`config.mk`:
```
export PLATFORM = sky130hd
export DESIGN_NAME = des_decrypt_key_schedule
export DESIGN_NICKNAME = d
export VERILOG_FILES = /design/src/rtl/des_decrypt_key_schedule.sv
export SDC_FILE = /design/constraint.sdc
export NUM_CORES = 1
export LEC_CHECK = 0
export CORE_ASPECT_RATIO = 1.2
export CORE_MARGIN = 5
export CORE_UTILIZATION = 49
export CTS_BUF_LIST = sky130_fd_sc_hd__clkbuf_2
export DETAILED_ROUTE_END_ITERATION = 8
export GPL_TIMING_DRIVEN = 0
export PLACE_DENSITY = 0.83
export SYNTH_ARGS = -nofsm -noshare
export SYNTH_HDL_FRONTEND = slang
export SYNTH_SLANG_ARGS = --single-unit
```
`constraint.sdc`:
```
create_clock -name CLK -period 2.7 [get_ports CLK]
set_input_delay 0.405 -clock CLK [delete_from_list [all_inputs] [get_ports CLK]]
set_output_delay 0.405 -clock CLK [all_outputs]
set_load 0.1 [all_outputs]
```
`src/rtl/des_decrypt_key_schedule.sv`:
```
// Iterative DES decryption key schedule: presents K16 down to K1, one subkey per
// ADVANCE strobe, by right-rotating the PC-1 halves from C16/D16 (= C0/D0).
module des_decrypt_key_schedule (
  input  logic        CLK,
  input  logic        RESET,
  input  logic [64:1] KEY,
  input  logic        LOAD,
  input  logic        ADVANCE,
  output logic [48:1] SUBKEY,
  output logic [4:0]  ROUND,
  output logic        KEY_VALID,
  output logic        DONE
);

  typedef enum logic {IDLE, RUN} state_t;

  // Tables list the source DES bit number (1-based) for each output bit in order.
  localparam int PC1 [56] = '{
    57, 49, 41, 33, 25, 17,  9,  1, 58, 50, 42, 34, 26, 18,
    10,  2, 59, 51, 43, 35, 27, 19, 11,  3, 60, 52, 44, 36,
    63, 55, 47, 39, 31, 23, 15,  7, 62, 54, 46, 38, 30, 22,
    14,  6, 61, 53, 45, 37, 29, 21, 13,  5, 28, 20, 12,  4
  };

  localparam int PC2 [48] = '{
    14, 17, 11, 24,  1,  5,  3, 28, 15,  6, 21, 10,
    23, 19, 12,  4, 26,  8, 16,  7, 27, 20, 13,  2,
    41, 52, 31, 37, 47, 55, 30, 40, 51, 45, 33, 48,
    44, 49, 39, 56, 34, 53, 46, 42, 50, 36, 29, 32
  };

  state_t      state, state_d;
  logic [28:1] c_q, d_q;
  logic [4:0]  round_q;
  logic        done_q;

  function automatic logic [56:1] pc1(input logic [64:1] k);
    logic [56:1] r;
    r = '0;
    for (int i = 0; i < 56; i++) r[6'(56 - i)] = k[7'(65 - PC1[i])];
    return r;
  endfunction

  function automatic logic [48:1] pc2(input logic [56:1] cd);
    logic [48:1] r;
    r = '0;
    for (int i = 0; i < 48; i++) r[6'(48 - i)] = cd[6'(57 - PC2[i])];
    return r;
  endfunction

  // DES bit 1 sits at the MSB, so a DES right rotation moves the LSB to the top.
  function automatic logic [28:1] rotr(input logic [28:1] x, input logic single);
    return single ? {x[1], x[28:2]} : {x[2:1], x[28:3]};
  endfunction

  // Rounds 2, 9 and 16 undo the single-bit encryption shifts; all others undo two.
  function automatic logic single_step(input logic [4:0] next_round);
    return (next_round == 5'd2) || (next_round == 5'd9) || (next_round == 5'd16);
  endfunction

  always_ff @(posedge CLK or posedge RESET) begin
    // NOTE: non-blocking assignments keep every register updating from pre-edge values.
    if (RESET) state <= IDLE;
    else       state <= state_d;
  end

  always_comb begin
    // NOTE: default assignment first so no path leaves state_d unassigned (no latch).
    state_d = state;
    if (LOAD)
      state_d = RUN;
    else if (ADVANCE && state == RUN && round_q == 5'd16)
      state_d = IDLE;
  end

  always_ff @(posedge CLK or posedge RESET) begin
    if (RESET) begin
      c_q     <= '0;
      d_q     <= '0;
      round_q <= '0;
      done_q  <= 1'b0;
    end else if (LOAD) begin
      {c_q, d_q} <= pc1(KEY);
      round_q    <= 5'd1;
      done_q     <= 1'b0;
    end else if (ADVANCE && state == RUN) begin
      if (round_q == 5'd16) begin
        round_q <= '0;
        done_q  <= 1'b1;
      end else begin
        c_q     <= rotr(c_q, single_step(round_q + 5'd1));
        d_q     <= rotr(d_q, single_step(round_q + 5'd1));
        round_q <= round_q + 5'd1;
        done_q  <= 1'b0;
      end
    end else begin
      done_q <= 1'b0;
    end
  end

  always_comb begin
    KEY_VALID = (state == RUN);
    ROUND     = round_q;
    DONE      = done_q;
    SUBKEY    = KEY_VALID ? pc2({c_q, d_q}) : 48'h0;
  end

endmodule

```
# After elaboration in Yosys (flattened, before gate mapping)
# Index checks and enable logic that the tools add are counted.
[totals] inputBits=68 output_inout_bits=55 elab_cells=35 reg_bits=63
[classes] n_mux=17 reduce_logical=7 n_addsub=1 n_eq_ne=5
[ops] cell="two-way mux 28 bit" count=8
[ops] cell="two-way mux 31 bit" count=1
[ops] cell="two-way mux 5 bit" count=3
[ops] cell="== test 5 bit (second input constant)" count=2
[ops] cell="adder 5 x 1 -> 5 bit (second input constant)" count=1
[ops] cell="== test 5 x 2 -> 1 bit (second input constant)" count=1
[ops] cell="== test 5 x 4 -> 1 bit (second input constant)" count=1
[ops] cell="two-way mux 1 bit" count=5
[ops] cell="nonzero test 2 bit" count=2
[ops] cell="logical AND 1 bit" count=2
[ops] cell="logical OR 1 bit" count=2
[ops] cell="!= test 2 bit (second input constant)" count=1
[ops] cell="AND reduction 2 bit" count=1

# Longest topological paths before layout
[depth] word_depth=8 mapped_depth=8 ltp_nobuf=7

# Worst setup path before layout
# Ideal clock, no wire load.
[synth_timing] kind="flip-flop to flip-flop" startpoint="register round_q[0] (netlist: ROUND[0])" endpoint="register c_q[18] (netlist name)" path_stages_with_launch=8 setup_ns=0.111 required_time_ns=2.589 setup_slack_ns=-0.067 arrival_ns=2.656 n_path_buf=1 synth_period_minus_slack_ns=2.767 path_cell_list="dfrtp_1 > ha_1 > nand3_2 > xnor2_1 > mux2i_1 > o22ai_4 > buf_2 > a2111oi_2"
[synth_between] elab_chain_cells=8 word_cells_on_any_way=13 classes_between="1 x add/sub; 5 x eq/ne; 4 x mux; 3 x reduce/logical"
[synth_lines] item="from (decl)" line="34" rtl="logic [4:0] round_q;"
[synth_lines] item="from (signal assigned)" line="93" rtl="round_q <= round_q + 5'd1;"
[synth_lines] item="adder 5 x 1 -> 5 bit" line="91" rtl="c_q <= rotr(c_q, single_step(round_q + 5'd1));"
[synth_lines] item="== test 5 x 2 -> 1 bit / == test 5 x 4 -> 1 bit (equally long branches)" line="58" rtl="return (next_round == 5'd2) || (next_round == 5'd9) || (next_round == 5'd16);"
[synth_lines] item="logical OR 1 bit (2 in a row)" line="58"
[synth_lines] item="two-way mux 28 bit" line="53" rtl="return single ? {x[1], x[28:2]} : {x[2:1], x[28:3]};"
[synth_lines] item="two-way mux 28 bit" line="87" rtl="if (round_q == 5'd16) begin"
[synth_lines] item="two-way mux 28 bit" line="86" rtl="end else if (ADVANCE && state == RUN) begin"
[synth_lines] item="two-way mux 28 bit" line="82" rtl="end else if (LOAD) begin"
[synth_lines] item="to (signal assigned)" line="83" rtl="{c_q, d_q} <= pc1(KEY);"
[synth_lines] item="to (signal assigned)" line="91"
[synth_lines] item="to (decl)" line="33" rtl="logic [28:1] c_q, d_q;"
# Parallel ways exist; a longest one is shown, timed or not. The select of a mux whose other input is x is not followed.
# A chain may end at the register's enable or synchronous reset.

# Worst setup path in the final report
[layout_timing] startpoint="register round_q[0] (netlist: ROUND[0])" endpoint="output port ROUND[0]"
[layout_lines] item="to (decl)" line="10" rtl="output logic [4:0] ROUND,"
# No word-level cell between the ends.

==> qor.log <==
[outcome] status complete, no violations
[power_and_ir_drop] Sw Pwr 1500 uW
[yosys] number of enable flip-flop cells after synthesis 0
[yosys] area share of the largest cell type after synthesis 38.5%
[worst_setup_path] Worst Path Arrival 2.18 ns
[routing] first drt pass iteration count 5
[die] total core area 8150 um^2
[clock_tree] Clock Tree Root clkbuf_2
[placement] hpwl dp 8040 um
[placement] cell area after placement 4990 um^2
[timing] minimum clock period after layout 2.59 ns
[grt] global routing met3 resource utilization 5.23%
[power_and_ir_drop] switching part of the total 45.7%
[routing] count of unresolved DRC violations after routing 0
[placement] routability cong. 0.886
[routing] ANT nets after route 0
[worst_setup_path] worst setup path class reg -> out
[die] Die Height 110 um
[worst_setup_path] crit path max fanout 9
[power_and_ir_drop] part of the total power dissipated in sequential elements 36.0%
[clock_tree] number of hold buffers added after CTS 0
[yosys] asr flop ratio synth 100%
[clock_tree] Clk Latency, worst-skew pair 0.55 ns
[worst_setup_path] crit-path cells clkdlybuf4s50_1
[timing] Setup WS post-layout 0.112 ns
[finish] end-of-flow core utilization 62.0%
[worst_setup_path] number of cells traversed by the worst register-to-register path 7
[yosys] Post-Synthesis Mean Instance Area 9.38 um^2
[timing] Worst Max-Slew Pin Slew 0.985 ns
[die] starting density of the core 50.2%
[die] Die Width 93.4 um
[yosys] count of yosys warnings during synthesis 0
[die] full die area 10300 um^2
[finish] post-synthesis to final-layout area growth 23.5%
[yosys] post-synthesis instance total 436
[clock_tree] number of buffers inserted by post-CTS setup repair 0
[timing] setup skew after layout 0.0285 ns
[clock_tree] clock tree from TritonCTS done
[grt] met2 Usage GRT 37.9%
[yosys] most used flip-flop cell after synthesis dfrtp_1
[timing] setup repair after global routing missed its margin false
[clock_tree] number of H-tree branching levels 3
[routing] via density per instance 5.61
[yosys] Area contributors post-synth dfrtp_1, a2111oi_2, mux2i_1
[grt] met1 GRT Util 29.7%
[yosys] count of different cell masters after synthesis 34
[clock_tree] clock sink count 63
[routing] total detailed-routing wirelength 11100 um
[yosys] Synth Register Bits 63
[clock_tree] clock-pin slew on the worst setup and hold paths 0.18 ns
[yosys] Post-Syn Area 4090 um^2
[timing] number of setup violations in the final report 0
[timing] worst hold margin 0.324 ns
[power_and_ir_drop] IR drop worst, VDD 469 uV
[grt] All-Layer GR Usage 23.2%
[routing] number of DRC markers after the initial detailed-route iteration 279
[power_and_ir_drop] leakage power total 0.00221 uW
[grt] number of global-route vias before repair 3828
[timing] Worst slew margin 34.2%
[worst_setup_path] slowest stage cell, crit path clkdlybuf4s50_1
[worst_setup_path] Buffers & Inverters on Critical Path 1
[power_and_ir_drop] pwr dens 650 nW/um^2
[worst_hold_path] Min-Delay Path Class in -> async
[die] io pins 123
[placement] IO buf count 65
[power_and_ir_drop] internal portion of total power 1780 uW
[finish] fraction of final layout cells sized beyond drive strength 1 21.7%
[grt] pin count of the biggest net entering global routing 38
[timing] Fmax 386 MHz
[finish] layout net count 607
[clock_tree] largest buffer count on any clock path 2
[yosys] leading area contributor after synthesis dfrtp_1
[worst_setup_path] slowest cell delay on critical path 1.16 ns
[grt] number of antenna violations at the first check in global routing 0
[timing] fin crit share 95.9%
[routing] overall via count from detail_route 3668
[finish] Antenna Cells 0
[grt] global-route wire length before repair 18800 um
[clock_tree] number of buffers added by the clock tree synthesis step 9
[grt] routing layer with the top usage in global route met2
[run] Max Cap Viol 0
[power_and_ir_drop] combinational group share of total power 43.7%
[worst_setup_path] Worst setup EP type output port
[power_and_ir_drop] clock share of power 20.3%
[worst_setup_path] cell family with most CP delay buffers and inverters
[worst_setup_path] Critical Path Source Type register
[finish] most common cell after layout, fill and taps aside dfrtp_1
[placement] worst-case setup slack after placement -0.177 ns
[finish] most frequent cells in the layout dfrtp_1, nor2_1, nor3_1, clkdlybuf4s50_1
[routing] Routed wire per std cell 17.0 um
[yosys] sequential fraction of the synthesis area 38.5%
[grt] overall overflow remaining after global route 0
[timing] final hold vios 0
[die] Placement Rows 36
[finish] area of all placed cells without fillers 5050 um^2
[timing] Slew Viols, Final 0
[worst_setup_path] WP data required 2.30 ns
[worst_setup_path] depth of the critical timing path with buffers and inverters included 1
synthesized netlist by cell type, drive strengths merged, types with 2 or more instances:
library cell / number
o221ai: 7
nor3: 41
a221oi: 14
and2: 25
a31oi: 2
or3: 3
nor3b: 10
nand3: 5
clkbuf: 28
a2111oi: 24
nand2: 18
o21ai: 11
a21oi: 27
inv: 18
ha: 4
buf: 35
dfrtp: 63
mux2i: 34
nor2: 56
path summary, 6_finish.rpt:
kind	from	endpoint	slack, ns
worst max register to register	ROUND[0]$_DFFE_PP0P_	d_q[17]$_DFFE_PP0P_	0.33
max in group asynchronous	RESET	d_q[11]$_DFFE_PP0P_	1.73
worst max-delay path	ROUND[0]$_DFFE_PP0P_	ROUND[0]	0.11
worst min-delay path	RESET	c_q[19]$_DFFE_PP0P_	0.32
min in group CLK	KEY[26]	d_q[25]$_DFFE_PP0P_	0.39
worst min register to register	c_q[4]$_DFFE_PP0P_	c_q[4]$_DFFE_PP0P_	0.63
sequential cells by signal (all words and copies together), names as in the netlist:
name and flops:
KEY_VALID 1, DONE 1, ROUND 5, c_q 28, d_q 28
area by class of cell:
cell class,instances,area [um^2]
Tap cell,114,143
Fill cell,699,3100
Sequential cell,63,1580
Clock inverter,5,72.6
Timing Repair Buffer,66,606
Inverter,18,67.6
Buffer,63,367
Multi-Input combinational cell,314,2160
Clock buffer,11,55.1
what timing repair did:
item,CTS,global route
endpoints found under the setup margin,25,19
endpoints found under the hold margin,0,0
resized for setup,122,2
cells by family (layout without fill, tap and decap cells):
| logic type | after synthesis | count (layout) | share of synthesized area [%] |
|---|---|---|---|
| simple gates | 161 | 161 | 19.2 |
| compound gates | 90 | 90 | 21.7 |
| buf+inv | 81 | 163 | 10.6 |
| flops | 63 | 63 | 38.5 |
| mux | 34 | 34 | 8.32 |
| fa+ha+maj | 4 | 4 | 1.22 |
| xor+xnor | 2 | 2 | 0.428 |
| other cells | 1 | 23 | 0.0917 |
through the flow:
| stage | total power, uW | setup TNS [ns] | std cells |
|---|---|---|---|
| after floorplan | 2330 | 0 | 458 |
| after global routing | 3420 | 0 | 654 |
| after detailed placement | 2660 | -1.99 | 638 |
| final | 3290 | 0 | 654 |
| after global placement | 2620 | -32.13 | 637 |
| after CTS | 3280 | 0 | 654 |
power groups by stage:
stage / combinational, uW / clock, uW / sequential [uW]
2_1_floorplan: 1150 / 0 / 1180
3_3_place_gp: 1430 / 0 / 1190
3_5_place_dp: 1470 / 0 / 1190
4_1_cts: 1440 / 663 / 1180
5_1_grt: 1520 / 705 / 1200
6_report: 1440 / 667 / 1180
metal layers:
metal | wire (um) | share of wire (%)
met1 | 4580 | 41
met3 | 721 | 6.5
met2 | 5600 | 50
met4 | 232 | 2.1
met5 | 0 | 0
Power figures use the tool's default switching activity.
